==> config.mk <==
export PLATFORM = sky130hd
export DESIGN_NAME = uart_rx_frame_ctrl_flat
export DESIGN_NICKNAME = d
export VERILOG_FILES = /design/src/rtl/uart_rx_pkg.sv /design/src/rtl/uart_rx_frame_ctrl_if.sv /design/src/rtl/uart_rx_edge_bit_counter.sv /design/src/rtl/uart_rx_frame_ctrl.sv /design/src/flat_wrapper.sv
export SDC_FILE = /design/constraint.sdc
export NUM_CORES = 1
export LEC_CHECK = 0
export BUFFER_PORTS_ARGS = -buffer_cell sky130_fd_sc_hd__buf_2
export CAP_MARGIN = 0
export CORE_MARGIN = 1
export CORE_UTILIZATION = 55
export DETAILED_ROUTE_END_ITERATION = 10
export MAX_ROUTING_LAYER = met4
export PLACE_DENSITY = 0.76
export RECOVER_POWER = 50
export SETUP_SLACK_MARGIN = 0.2
export SLEW_MARGIN = 25
export SYNTH_ARGS = -nofsm -noshare
export SYNTH_HDL_FRONTEND = slang
export SYNTH_SLANG_ARGS = --single-unit
==> constraint.sdc <==
create_clock -name CLK -period 1.5 [get_ports CLK]
set_clock_uncertainty 0.05 [all_clocks]
set_input_delay 0.225 -clock CLK [delete_from_list [all_inputs] [get_ports CLK]]
set_output_delay 0.225 -clock CLK [all_outputs]
set_load 0.01 [all_outputs]
==> src/rtl/uart_rx_pkg.sv <==
// Shared types and constants for the UART receive frame controller.
package uart_rx_pkg;

    localparam int DATA_WIDTH    = 8;
    localparam int PRESC_WIDTH   = 6;
    localparam int EDGE_WIDTH    = 5;
    localparam int BIT_CNT_WIDTH = 4;

    // Index of the final data bit; reaching it at a bit end closes the data phase.
    localparam logic [BIT_CNT_WIDTH-1:0] LAST_DATA_BIT = BIT_CNT_WIDTH'(DATA_WIDTH - 1);

    localparam logic PAR_EVEN = 1'b0;
    localparam logic PAR_ODD  = 1'b1;

    localparam logic [PRESC_WIDTH-1:0] PRESC_8  = 6'd8;
    localparam logic [PRESC_WIDTH-1:0] PRESC_16 = 6'd16;
    localparam logic [PRESC_WIDTH-1:0] PRESC_32 = 6'd32;

    typedef enum logic [2:0] {
        IDLE   = 3'd0,
        START  = 3'd1,
        DATA   = 3'd2,
        PARITY = 3'd3,
        STOP   = 3'd4
    } rx_state_t;

    // Parity bit a correct transmitter would send for this byte.
    function automatic logic parity_bit(input logic [DATA_WIDTH-1:0] data, input logic par_typ);
        return (par_typ == PAR_EVEN) ? ^data : ~(^data);
    endfunction

endpackage

==> src/rtl/uart_rx_frame_ctrl_if.sv <==
// Received-byte output bundle of the frame controller, plus its FSM state for observation.
// Data_Valid, Parity_Error and Stop_Error are single-cycle strobes with no backpressure:
// the consumer must take P_DATA in the cycle Data_Valid is high; P_DATA holds until the next good frame.
interface uart_rx_frame_ctrl_if;
    import uart_rx_pkg::*;

    logic [DATA_WIDTH-1:0] P_DATA;
    logic                  Data_Valid;
    logic                  Parity_Error;
    logic                  Stop_Error;
    rx_state_t             state;

    modport master (output P_DATA, Data_Valid, Parity_Error, Stop_Error, state);
    modport slave  (input  P_DATA, Data_Valid, Parity_Error, Stop_Error, state);

endinterface

==> src/rtl/uart_rx_edge_bit_counter.sv <==
// Oversample edge counter (wraps at the latched prescale) and data-bit counter.
module uart_rx_edge_bit_counter
    import uart_rx_pkg::*;
(
    input  logic                     CLK,
    input  logic                     RST,
    input  logic                     enable,
    input  logic [PRESC_WIDTH-1:0]   prescale,
    input  logic                     bit_clr,
    input  logic                     bit_inc,
    output logic [EDGE_WIDTH-1:0]    Edge_count,
    output logic                     bit_end,
    output logic [BIT_CNT_WIDTH-1:0] bit_cnt
);

    logic [PRESC_WIDTH-1:0] last_edge;

    assign last_edge = prescale - PRESC_WIDTH'(1);
    assign bit_end   = enable && ({1'b0, Edge_count} == last_edge);

    // Edge index: counts while enabled, wraps at the bit end, parks at 0 otherwise.
    always_ff @(posedge CLK or negedge RST) begin
        if (!RST) begin
            Edge_count <= '0;
        end else if (!enable || bit_end) begin
            Edge_count <= '0;
        end else begin
            Edge_count <= Edge_count + EDGE_WIDTH'(1);
        end
    end

    // Number of data bits shifted so far in the current frame.
    always_ff @(posedge CLK or negedge RST) begin
        if (!RST) begin
            bit_cnt <= '0;
        end else if (bit_clr) begin
            bit_cnt <= '0;
        end else if (bit_inc) begin
            bit_cnt <= bit_cnt + BIT_CNT_WIDTH'(1);
        end
    end

endmodule

==> src/rtl/uart_rx_frame_ctrl.sv <==
// UART receive frame controller: start qualification, LSB-first deserialization,
// parity and stop checks, and result strobes.
module uart_rx_frame_ctrl
    import uart_rx_pkg::*;
(
    input  logic                   CLK,
    input  logic                   RST,
    input  logic                   RX_IN,
    input  logic [PRESC_WIDTH-1:0] Prescale,
    input  logic                   PAR_EN,
    input  logic                   PAR_TYP,
    input  logic                   Sampled_bit,
    output logic                   Enable,
    output logic [EDGE_WIDTH-1:0]  Edge_count,
    uart_rx_frame_ctrl_if.master   frame
);

    logic [1:0]               rst_sync;
    logic                     rst_n;
    rx_state_t                state_q, state_d;
    logic [PRESC_WIDTH-1:0]   presc_q;
    logic                     par_en_q, par_typ_q;
    logic [DATA_WIDTH-1:0]    shreg;
    logic                     par_err;
    logic                     stp_err;
    logic [DATA_WIDTH-1:0]    p_data_q;
    logic                     dv_q, pe_q, se_q;
    logic                     cnt_en, bit_end, bit_clr, bit_inc;
    logic                     start_det, shift_en, par_chk, stop_chk;
    logic [BIT_CNT_WIDTH-1:0] bit_cnt;

    // Reset asserts immediately and releases two clocks after RST rises.
    always_ff @(posedge CLK or negedge RST) begin
        if (!RST) begin
            rst_sync <= 2'b00;
        end else begin
            rst_sync <= {rst_sync[0], 1'b1};
        end
    end
    assign rst_n = rst_sync[1];

    uart_rx_edge_bit_counter u_counter (
        .CLK        (CLK),
        .RST        (rst_n),
        .enable     (cnt_en),
        .prescale   (presc_q),
        .bit_clr    (bit_clr),
        .bit_inc    (bit_inc),
        .Edge_count (Edge_count),
        .bit_end    (bit_end),
        .bit_cnt    (bit_cnt)
    );

    // State register.
    always_ff @(posedge CLK or negedge rst_n) begin
        if (!rst_n) begin
            state_q <= IDLE;
        end else begin
            state_q <= state_d;
        end
    end

    // Next state and per-cycle control strobes; everything but start detection waits for a bit end.
    always_comb begin
        state_d   = state_q;
        cnt_en    = 1'b1;
        start_det = 1'b0;
        bit_clr   = 1'b0;
        bit_inc   = 1'b0;
        shift_en  = 1'b0;
        par_chk   = 1'b0;
        stop_chk  = 1'b0;
        case (state_q)
            IDLE: begin
                // The detecting cycle is edge 0, so the counter starts on it.
                cnt_en = !RX_IN;
                if (!RX_IN) begin
                    state_d   = START;
                    start_det = 1'b1;
                end
            end
            START: begin
                if (bit_end) begin
                    if (Sampled_bit) begin
                        state_d = IDLE;
                    end else begin
                        state_d = DATA;
                        bit_clr = 1'b1;
                    end
                end
            end
            DATA: begin
                if (bit_end) begin
                    shift_en = 1'b1;
                    bit_inc  = 1'b1;
                    if (bit_cnt == LAST_DATA_BIT) begin
                        state_d = par_en_q ? PARITY : STOP;
                    end
                end
            end
            PARITY: begin
                if (bit_end) begin
                    par_chk = 1'b1;
                    state_d = STOP;
                end
            end
            STOP: begin
                if (bit_end) begin
                    stop_chk = 1'b1;
                    state_d  = IDLE;
                end
            end
            default: state_d = IDLE;
        endcase
    end

    // The stop verdict is needed on the same edge that registers the result strobes.
    assign stp_err = stop_chk && !Sampled_bit;

    // Frame settings are shadowed at start so mid-frame input changes are ignored.
    always_ff @(posedge CLK or negedge rst_n) begin
        if (!rst_n) begin
            presc_q   <= '0;
            par_en_q  <= 1'b0;
            par_typ_q <= 1'b0;
            shreg     <= '0;
            par_err   <= 1'b0;
        end else begin
            if (start_det) begin
                presc_q   <= Prescale;
                par_en_q  <= PAR_EN;
                par_typ_q <= PAR_TYP;
                par_err   <= 1'b0;
            end
            if (shift_en) begin
                shreg <= {Sampled_bit, shreg[DATA_WIDTH-1:1]};
            end
            if (par_chk) begin
                par_err <= (Sampled_bit != parity_bit(shreg, par_typ_q));
            end
        end
    end

    // Result strobes last one cycle; P_DATA only takes error-free frames.
    always_ff @(posedge CLK or negedge rst_n) begin
        if (!rst_n) begin
            p_data_q <= '0;
            dv_q     <= 1'b0;
            pe_q     <= 1'b0;
            se_q     <= 1'b0;
        end else begin
            dv_q <= 1'b0;
            pe_q <= 1'b0;
            se_q <= 1'b0;
            if (stop_chk) begin
                dv_q <= !(par_err || stp_err);
                pe_q <= par_err;
                se_q <= stp_err;
                if (!(par_err || stp_err)) begin
                    p_data_q <= shreg;
                end
            end
        end
    end

    assign Enable             = (state_q != IDLE);
    assign frame.P_DATA       = p_data_q;
    assign frame.Data_Valid   = dv_q;
    assign frame.Parity_Error = pe_q;
    assign frame.Stop_Error   = se_q;
    assign frame.state        = state_q;

endmodule

==> src/flat_wrapper.sv <==
// flat-port wrapper written by rule: the top's interface ports become plain ports
module uart_rx_frame_ctrl_flat import uart_rx_pkg::*;
  (CLK, RST, RX_IN, Prescale, PAR_EN, PAR_TYP, Sampled_bit, Enable, Edge_count, frame_P_DATA, frame_Data_Valid, frame_Parity_Error, frame_Stop_Error, frame_state);
  uart_rx_frame_ctrl_if frame_i ();
  input  logic CLK;
  input  logic RST;
  input  logic RX_IN;
  input  logic [PRESC_WIDTH-1:0] Prescale;
  input  logic PAR_EN;
  input  logic PAR_TYP;
  input  logic Sampled_bit;
  output logic Enable;
  output logic [EDGE_WIDTH-1:0] Edge_count;
  output wire logic [$bits(frame_i.P_DATA)-1:0] frame_P_DATA;
  output wire logic [$bits(frame_i.Data_Valid)-1:0] frame_Data_Valid;
  output wire logic [$bits(frame_i.Parity_Error)-1:0] frame_Parity_Error;
  output wire logic [$bits(frame_i.Stop_Error)-1:0] frame_Stop_Error;
  output wire logic [$bits(frame_i.state)-1:0] frame_state;
  assign frame_P_DATA = frame_i.P_DATA;
  assign frame_Data_Valid = frame_i.Data_Valid;
  assign frame_Parity_Error = frame_i.Parity_Error;
  assign frame_Stop_Error = frame_i.Stop_Error;
  assign frame_state = frame_i.state;
  uart_rx_frame_ctrl u_core (.CLK(CLK), .RST(RST), .RX_IN(RX_IN), .Prescale(Prescale), .PAR_EN(PAR_EN), .PAR_TYP(PAR_TYP), .Sampled_bit(Sampled_bit), .Enable(Enable), .Edge_count(Edge_count), .frame(frame_i));
endmodule
# After elaboration in Yosys (flattened, before gate mapping)
# Index checks and enable logic that the tools add are counted.
# totals
register_bits	42
n_memories	0
out_inout_bits	20
mem_bits_rw	0
romBits	0
latch_bits	0
# op_classes
add_sub_neg	3
div	0
order_cmp	0
mux	28
shifts	0
n_mul	0
n_reduce_logical	15
n_bitwise	2
n_eq_ne	13
# ops
operator	count
3-bit 2-to-1 mux	7
1-bit 2-to-1 mux	16
3-bit one-hot mux with 5 select lines	1
2-bit != test (second input constant)	5
4-bit 2-to-1 mux	2
8-bit XOR reduction	1
3-bit by 2-bit == test with 1-bit output (second input constant)	2
5-bit by 6-bit == test with 1-bit output	1
6-bit AND reduction	1
6-bit by 1-bit subtractor with 6-bit output (second input constant)	1
5-bit by 1-bit adder with 5-bit output (second input constant)	1
5-bit 2-to-1 mux	1
4-bit by 1-bit adder with 4-bit output (second input constant)	1
4-bit by 3-bit == test with 1-bit output (second input constant)	1
1-bit logical NOT	4
2-bit nonzero test	2
3-bit by 1-bit == test with 1-bit output (second input constant)	1
3-bit == test (second input constant)	1
3-bit logical NOT	1
3-bit nonzero test	1
1-bit logical AND	2
1-bit logical OR	2
2-bit 2-to-1 mux	1
2-bit by 1-bit != test with 1-bit output (second input constant)	1
3 further kinds	4

# Depth between registers and ports, before layout
# Gate-level depths: netlist (run 1).
# logic_depth
ltp_word	9
mapped_depth	9
mapped_depth_nobuf	7

# Hierarchy
# Synthesis (run 1) repeated with hierarchy kept, for this count alone.
# hier_totals
cells_unflattened	166
hier_area_um2	2047.0
# modules_own_cells
mod	instances	cells_per_inst	seq_area_each_um2	area_per_inst_um2
uart_rx_frame_ctrl	1	105	825.8	1467.7
uart_rx_edge_bit_counter	1	61	225.2	579.3

# Worst setup path after synthesis (run 1)
# Ideal clock, no wire load.
# synth_path
kind	register to register
startpoint	reg u_core.presc_q[0]
endpoint	reg u_core.par_err
arrival_ps	2151
stages_incl_launch_ff	9
setup_slack_ps	-780
synth_period_minus_slack_ps	2280
n_path_buf	1
cell_sequence	dfrtp_1 inv_1 ha_1 nor2b_1 or3_1 a31oi_1 clkbuf_1 and4_1 mux2i_1
# synth_via
elab_chain_len	6
word_cells_on_any_way	7
# synth_rtl
item	line	source
from (decl)	uart_rx_frame_ctrl.sv:21	logic [PRESC_WIDTH-1:0] presc_q;
from (signal assigned)	uart_rx_frame_ctrl.sv:130	presc_q <= Prescale;
6-bit by 1-bit subtractor with 6-bit output (*)	uart_rx_edge_bit_counter.sv:18	assign last_edge = prescale - PRESC_WIDTH'(1);
5-bit by 6-bit == test with 1-bit output (*)	uart_rx_edge_bit_counter.sv:19	assign bit_end = enable && ({1'b0, Edge_count} == last_edge);
1-bit logical AND (*)	uart_rx_edge_bit_counter.sv:19	
1-bit 2-to-1 mux (*)	uart_rx_frame_ctrl.sv:102	if (bit_end) begin
1-bit 2-to-1 mux (*)	uart_rx_frame_ctrl.sv:73	case (state_q)
1-bit 2-to-1 mux or 2-bit nonzero test (tied branches)	n/a	
to (signal assigned)	uart_rx_frame_ctrl.sv:139	par_err <= (Sampled_bit != parity_bit(shreg, par_typ_q));
to (decl)	uart_rx_frame_ctrl.sv:24	logic par_err;
# Mark *: on every way between the ends. The rest lies on a longest branch, timed or not.
# A chain may end at the register's enable or synchronous reset.

# Final worst setup path (run 1)
# layout_path
startpoint	reg u_core.presc_q[1]
endpoint	reg u_core.shreg[5]
# layout_via
elab_chain_len	5
# layout_rtl
item	line	source
6-bit by 1-bit subtractor with 6-bit output	uart_rx_edge_bit_counter.sv:18	
5-bit by 6-bit == test with 1-bit output	uart_rx_edge_bit_counter.sv:19	
1-bit logical AND	uart_rx_edge_bit_counter.sv:19	
1-bit 2-to-1 mux	uart_rx_frame_ctrl.sv:93	if (bit_end) begin
1-bit 2-to-1 mux	uart_rx_frame_ctrl.sv:73	
to (signal assigned)	uart_rx_frame_ctrl.sv:136	shreg <= {Sampled_bit, shreg[DATA_WIDTH-1:1]};
to (decl)	uart_rx_frame_ctrl.sv:23	logic [DATA_WIDTH-1:0] shreg;
# Every way passes these cells.

==> results of run 1 <==
## worst max path at each step
stage | endpoint | slack (ps) | depth (start not counted)
finish | u_core.shreg[5]$_DFFE_PN0P_ | -720 | 5
global route | u_core.par_err$_DFFE_PN0P_ | -780 | 9
CTS | u_core.frame.P_DATA[6]$_DFFE_PN0P_ | -670 | 5
detailed placement | u_core.par_err$_DFFE_PN0P_ | -870 | 9
global placement | u_core.frame.state[2]$_DFFE_PN0P_ | -740 | 6
floorplan | u_core.frame.P_DATA[0]$_DFFE_PN0P_ | -660 | 6
## registers in the layout (all words and copies together) (netlist names)
signal / count
u_core.presc_q: 6
u_core.par_err: 1
u_core.frame.state: 3
u_core.frame.Data_Valid: 1
u_core.shreg: 8
u_core.rst_sync: 2
u_core.u_counter.bit_cnt: 4
u_core.frame.Stop_Error: 1
u_core.u_counter.Edge_count: 5
u_core.frame.P_DATA: 8
u_core.par_en_q: 1
u_core.par_typ_q: 1
u_core.frame.Parity_Error: 1
## synth_stat cells (all sizes together) (3+ instances only)
cell    count
dfrtp      42
mux2       22
xnor2      12
nand2       7
nor3        7
o21ai       7
inv         6
a31oi       5
and3        5
nand3       5
nor2        5
xor2        5
a211oi      3
a21oi       3
ha          3
nand4       3
nor2b       3
nor4        3
## worst max-delay path: stages, from the launching register on
cell	delay [ps]
dfrtp_1	410
or4_4	540
or3_4	350
and4_4	230
nand3_4	170
mux2_2	360
## power by group through the flow
stage / sequential [uW] / combinational, uW / clock [uW]
floorplan: 1690 / 1440 / 0
global placement: 1620 / 2130 / 0
detailed placement: 1640 / 2260 / 0
CTS: 1640 / 2890 / 604
global route: 1700 / 3420 / 640
finish: 1670 / 3240 / 590
## metrics by stage
stage / setup TNS, ps / std cells / worst slack (ps)
floorplan: -19200 / 167 / -665
global placement: -21940 / 270 / -738
detailed placement: -24380 / 270 / -871
CTS: -19650 / 287 / -665
global route: -25510 / 293 / -779
finish: -22860 / 293 / -715
## per-layer routing
layer	vias to the layer above	routed length [um]
met5	-	0
met4	0	181
met3	23	235
met2	66	2850
met1	868	2330
li1	765	-
## repair_timing
action,in CTS,in global routing
endpoints found under the setup margin,47,47
resized for setup,49,19
buffers inserted,8,5
hold buffers,1,0
endpoints found under the hold margin,2,0
cloned,0,1
pin swaps,13,5
## final cells by class
cell class | instances | area share
Clock buffer | 6 | 0.0174
Clock inverter | 2 | 0.00423
Inverter | 6 | 0.00846
Multi-Input combinational cell | 116 | 0.383
Sequential cell | 42 | 0.357
Tap cell | 46 | 0.0195
Timing Repair Buffer | 75 | 0.210
## cells by family after synthesis
kind of cell | count (synthesis) | synth area share
AOI/OAI and AO/OA | 23 | 0.0753
and+or+nand+nor | 49 | 0.147
buffers and inverters | 9 | 0.0263
other | 1 | 0.00188
muxes | 23 | 0.129
adders and majority gates | 3 | 0.0188
xor gates and xnor gates | 17 | 0.0747
DFF | 42 | 0.527
==> impl_metrics.py, run 1 <==
metrics = {
    "floorplanning": {
        "die-area_um2": 3870,
        "fp-row-count": 21,
        "die-width_um": 62.2,
        "start_util": 0.584,
        "die_y_um": 62.2,
        "core_um2": 3420,
        "io_pins": 32,
    },
    "logic_synthesis": {
        "synth_cell_types": 38,
        "synth_seq_cells": 42,
        "synth_top_area_frac": 0.527,
        "ys_top_cells_by_area": "dfrtp_1 (53%), mux2_2 (12%), xnor2_1 (5.3%), xor2_1 (2.2%), ha_1 (1.9%)",
        "synth_ff_type": "dfrtp_1",
        "synth_area_um2": 1990,
        "ys_async_sr_fraction": 1.00,
        "ys_seq_area_frac": 0.527,
        "synth-edff-count": 0,
        "syn_area_per_cell_um2": 11.9,
        "synth_nets": 182,
        "yosys_warnings": 0,
        "synthCells": 167,
        "yosys.area.top_type": "dfrtp_1",
    },
    "power_and_ir_drop": {
        "seqPwrFrac": 0.304,
        "swShare": 0.391,
        "power_uw": 5510,
        "power-per-cell-area_nw_per_um2": 1860,
        "power_frac_comb": 0.589,
        "pwr-share-clk": 0.107,
        "leakage_uw": 0.00142,
        "p_int_uw": 3350,
        "switchingPower_uw": 2150,
        "ir_drop_uv": 1410,
    },
    "placement": {
        "gp_congestion": 0.899,
        "dp_hpwl_mm": 3.29,
        "numPortBuffers": 31,
        "placed_cell_area_um2": 2470,
    },
    "clock_network": {
        "clk_latency_ps": 360,
        "cts_tree": "yes",
        "root_buffer": "clkbuf_4",
        "htree_levels": 2,
        "clk_pin_slew_ps": 120,
        "cts_buffer_depth": 2,
        "cts_sinks": 42,
        "cts-buffers-inserted": 5,
    },
    "min_path": {
        "hp-start": "PAR_TYP",
        "holdPathStages": 2,
        "hold_class": "primary input to register",
        "hold_path_end": "u_core.par_typ_q$_DFFE_PN0P_",
    },
    "final_layout": {
        "antennaDiodeCount": 0,
        "ff_latch_area_um2": 1060,
        "area_growth_pct": 48.2,
        "final_area_um2": 2960,
        "final_cell_mix": "dfrtp_1 (38), buf_4 (26), buf_2 (23)",
        "drive_gt1_frac": 0.575,
        "multi_input_area_um2": 1130,
        "nFillCells": 162,
        "final_util": 0.866,
        "final_nets": 261,
        "mostFrequentLayoutCell": "dfrtp_1",
    },
    "setup_path": {
        "path_class": "register to register",
        "startpoint_type": "register",
        "cp-end-kind": "register",
        "reg2regPathDepth": 5,
        "timing.rr.end": "u_core.shreg[5]$_DFFE_PN0P_",
        "crit_required_ps": 1720,
        "cp-startpoint": "u_core.presc_q[1]$_DFFE_PN0P_",
        "path_max_fanout": 8,
        "r2r_slack_ps": -720,
        "rr_startpoint": "u_core.presc_q[1]$_DFFE_PN0P_",
        "crit_arrival_ps": 2430,
    },
    "grt": {
        "grt_pass1_vias": 1764,
        "grt_util_met1": 0.348,
        "top_usage_layer": "met2",
        "grt.met2_usage": 0.484,
        "grt_pass1_wl_mm": 8.37,
        "grt_remaining_overflow": 0,
        "grt_max_degree": 23,
        "grt_use_met3": 0.0699,
        "antenna_found_initial": 0,
        "track_usage": 0.294,
    },
    "timing": {
        "period_minus_slack_ps": 2220,
        "post-route-period-util": 1.48,
        "hold_viol": 0,
        "fin_ws_ps": -715,
        "hold_ws_ps": 32.8,
        "max_freq_mhz": 451,
        "setup_viol": 41,
        "rsz0062_at_grt": "yes",
        "drv_slew": 0,
    },
    "routing": {
        "vias": 1722,
        "drt_iter0_drc": 83,
        "vias_per_cell": 5.88,
        "drt_wl_total_mm": 5.60,
        "drc": 0,
        "dr.pass1.iters": 4,
        "wire_per_inst_um": 19.1,
        "antenna_left": 0,
    },
    "flow_run": {
        "drv_cap": 0,
    },
    "run_status": {
        "violations": "setup timing",
        "status": "finished with violations",
    },
}
Note: power is estimated with default switching activity, not from simulation.
==> run 2: changes to the inputs <==
--- a/config.mk
+++ b/config.mk
@@ -8,10 +8,10 @@
 export BUFFER_PORTS_ARGS = -buffer_cell sky130_fd_sc_hd__buf_2
 export CAP_MARGIN = 0
 export CORE_MARGIN = 1
-export CORE_UTILIZATION = 55
+export CORE_UTILIZATION = 60
 export DETAILED_ROUTE_END_ITERATION = 10
 export MAX_ROUTING_LAYER = met4
-export PLACE_DENSITY = 0.76
+export PLACE_DENSITY = 0.82
 export RECOVER_POWER = 50
 export SETUP_SLACK_MARGIN = 0.2
 export SLEW_MARGIN = 25
==> constraint.sdc (replaced) <==
create_clock -name CLK -period 2.8 [get_ports CLK]
set_clock_uncertainty 0.05 [all_clocks]
set_input_delay 0.42 -clock CLK [delete_from_list [all_inputs] [get_ports CLK]]
set_output_delay 0.42 -clock CLK [all_outputs]
set_load 0.01 [all_outputs]
==> run 2 against run 1 <==
Compared with the run above:
- the run now ends clean
- critical path depth stayed put
- critical endpoint is now u_core.frame.P_DATA[1]$_DFFE_PN0P_
- total power shrank 63%
- cell area is 23% lower
- first-iteration DRC count is 12% lower
- wire length decreased by 29%
==> impl_metrics.py, run 2 (same netlist as run 1, synthesis figures left out) <==
metrics = {
    "min_path": {
        "hold_class": "primary input to register",
        "hp-start": "Prescale[0]",
    },
    "placement": {
        "placedCellCount": 242,
        "numPortBuffers": 31,
        "dp_hpwl_mm": 2.81,
        "gp_congestion": 0.950,
    },
    "floorplanning": {
        "die-width_um": 59.7,
        "start_util": 0.643,
        "die-area_um2": 3560,
        "core_um2": 3100,
        "fp-row-count": 20,
        "die_y_um": 59.7,
        "io_pins": 32,
    },
    "setup_path": {
        "path_max_fanout": 13,
        "path_class": "register to register",
        "startpoint_type": "register",
        "cp-startpoint": "u_core.presc_q[0]$_DFFE_PN0P_",
        "rr_startpoint": "u_core.presc_q[0]$_DFFE_PN0P_",
        "cp-end-kind": "register",
        "crit_required_ps": 2990,
        "crit_arrival_ps": 2620,
    },
    "grt": {
        "grt_remaining_overflow": 0,
        "grt_pass1_vias": 1426,
        "antenna_found_initial": 0,
        "grt_max_degree": 24,
        "grt_pass1_wl_mm": 6.38,
        "track_usage": 0.257,
    },
    "final_layout": {
        "antennaDiodeCount": 0,
        "stdcell_count": 251,
        "final_nets": 221,
        "final_util": 0.729,
        "area_growth_pct": 13.5,
        "drive_gt1_frac": 0.304,
        "mostFrequentLayoutCell": "dfrtp_1",
        "final_cell_mix": "dfrtp_1 (42), mux2_2 (22), buf_2 (22)",
    },
    "timing": {
        "period_minus_slack_ps": 2430,
        "hold_viol": 0,
        "tightest_slew_ps": 1010,
        "max_slew_margin": 0.329,
        "drv_slew": 0,
        "rsz0062_at_grt": "no",
        "post-route-period-util": 0.868,
        "tns_ps": 0,
        "setup_viol": 0,
        "max_freq_mhz": 411,
    },
    "run_status": {
        "status": "finished clean",
    },
    "clock_network": {
        "cts_sinks": 42,
        "cts_tree": "yes",
        "clk_pin_slew_ps": 120,
        "cts_buffer_depth": 2,
        "cts-buffers-inserted": 5,
        "htree_levels": 2,
        "root_buffer": "clkbuf_4",
        "clk_latency_ps": 350,
    },
    "routing": {
        "drt_wl_total_mm": 3.95,
        "antenna_left": 0,
        "vias_per_cell": 5.81,
        "wire_per_inst_um": 15.7,
        "drc": 0,
        "vias": 1459,
        "drt_iter0_drc": 73,
        "dr.pass1.iters": 4,
    },
    "power_and_ir_drop": {
        "power-per-cell-area_nw_per_um2": 910,
        "ir_drop_uv": 487,
        "leakage_uw": 0.00104,
    },
    "flow_run": {
        "drv_cap": 0,
    },
}
==> run 2: cell count changes in the layout (fill, tap and decap cells not counted), moves of 4 or more <==
cell,delta
dfrtp_1,+4
dfrtp_2,-4
mux2_4,-11
mux2_2,+11
buf_6,-21
buf_4,-24
o21ai_0,+5
clkbuf_1,+9
nor3_1,+5
==> run 2: final timing paths <==
kind | end | slack (ps) | depth (start not counted)
max reg2reg | u_core.frame.P_DATA[1]$_DFFE_PN0P_ | 370 | 5
min reg2reg | u_core.shreg[5]$_DFFE_PN0P_ | 310 | 0
min in group asynchronous | u_core.shreg[5]$_DFFE_PN0P_ | 310 | 0
max in group asynchronous | u_core.u_counter.bit_cnt[1]$_DFFE_PN0P_ | 980 | 1
min | u_core.presc_q[0]$_DFFE_PN0P_ | 230 | 3
max | u_core.frame.P_DATA[1]$_DFFE_PN0P_ | 370 | 5
==> run 2: where the power goes <==
part / internal [uW] / switching, uW
clock: 121 / 196
sequential: 739 / 171
combinational: 381 / 451
==> run 2: layout make-up <==
| class | instances | area (um^2) |
|---|---|---|
| Clock buffer | 6 | 51.3 |
| Inverter | 6 | 22.5 |
| Sequential cell | 42 | 1050 |
| Clock inverter | 2 | 12.5 |
| Fill cell | 240 | 840 |
| Tap cell | 44 | 55.1 |
| Multi-Input combinational cell | 116 | 898 |
| Timing Repair Buffer | 35 | 173 |
==> run 2: worst max-delay path: stages (launching register included) <==
cell and delay (ps):
dfrtp_1 440, or4_1 530, o21ai_0 230, and4_2 440, nand3_2 280, mux2_2 350
==> run 2: what timing repair did <==
item                                    CTS  global route
hold endpoints to repair                  2             0
endpoints found under the setup margin    0            18
hold buffers                              1             0
setup buffers                             0             0
gates resized for setup                   0             2
==> run 2: routing by layer <==
metal	routed length (um)	GRT usage	share of wire
met4	46	0.0831	0.012
met5	0	-	0
met3	199	0.0606	0.050
met2	2110	0.443	0.53
met1	1590	0.295	0.40
==> run 2: through the flow <==
stage | power (uW) | hold WS (ps) | setup WS [ps] | instance area, um^2
final | 2060 | 227 | 368 | 2260
after global routing | 2190 | 230 | 249 | 2260
after CTS | 2030 | 219 | 226 | 2270
after detailed placement | 1710 | 159 | 252 | 2200
after global placement | 1670 | 155 | 376 | 2200
after floorplan | 1530 | 74.4 | 520 | 1990
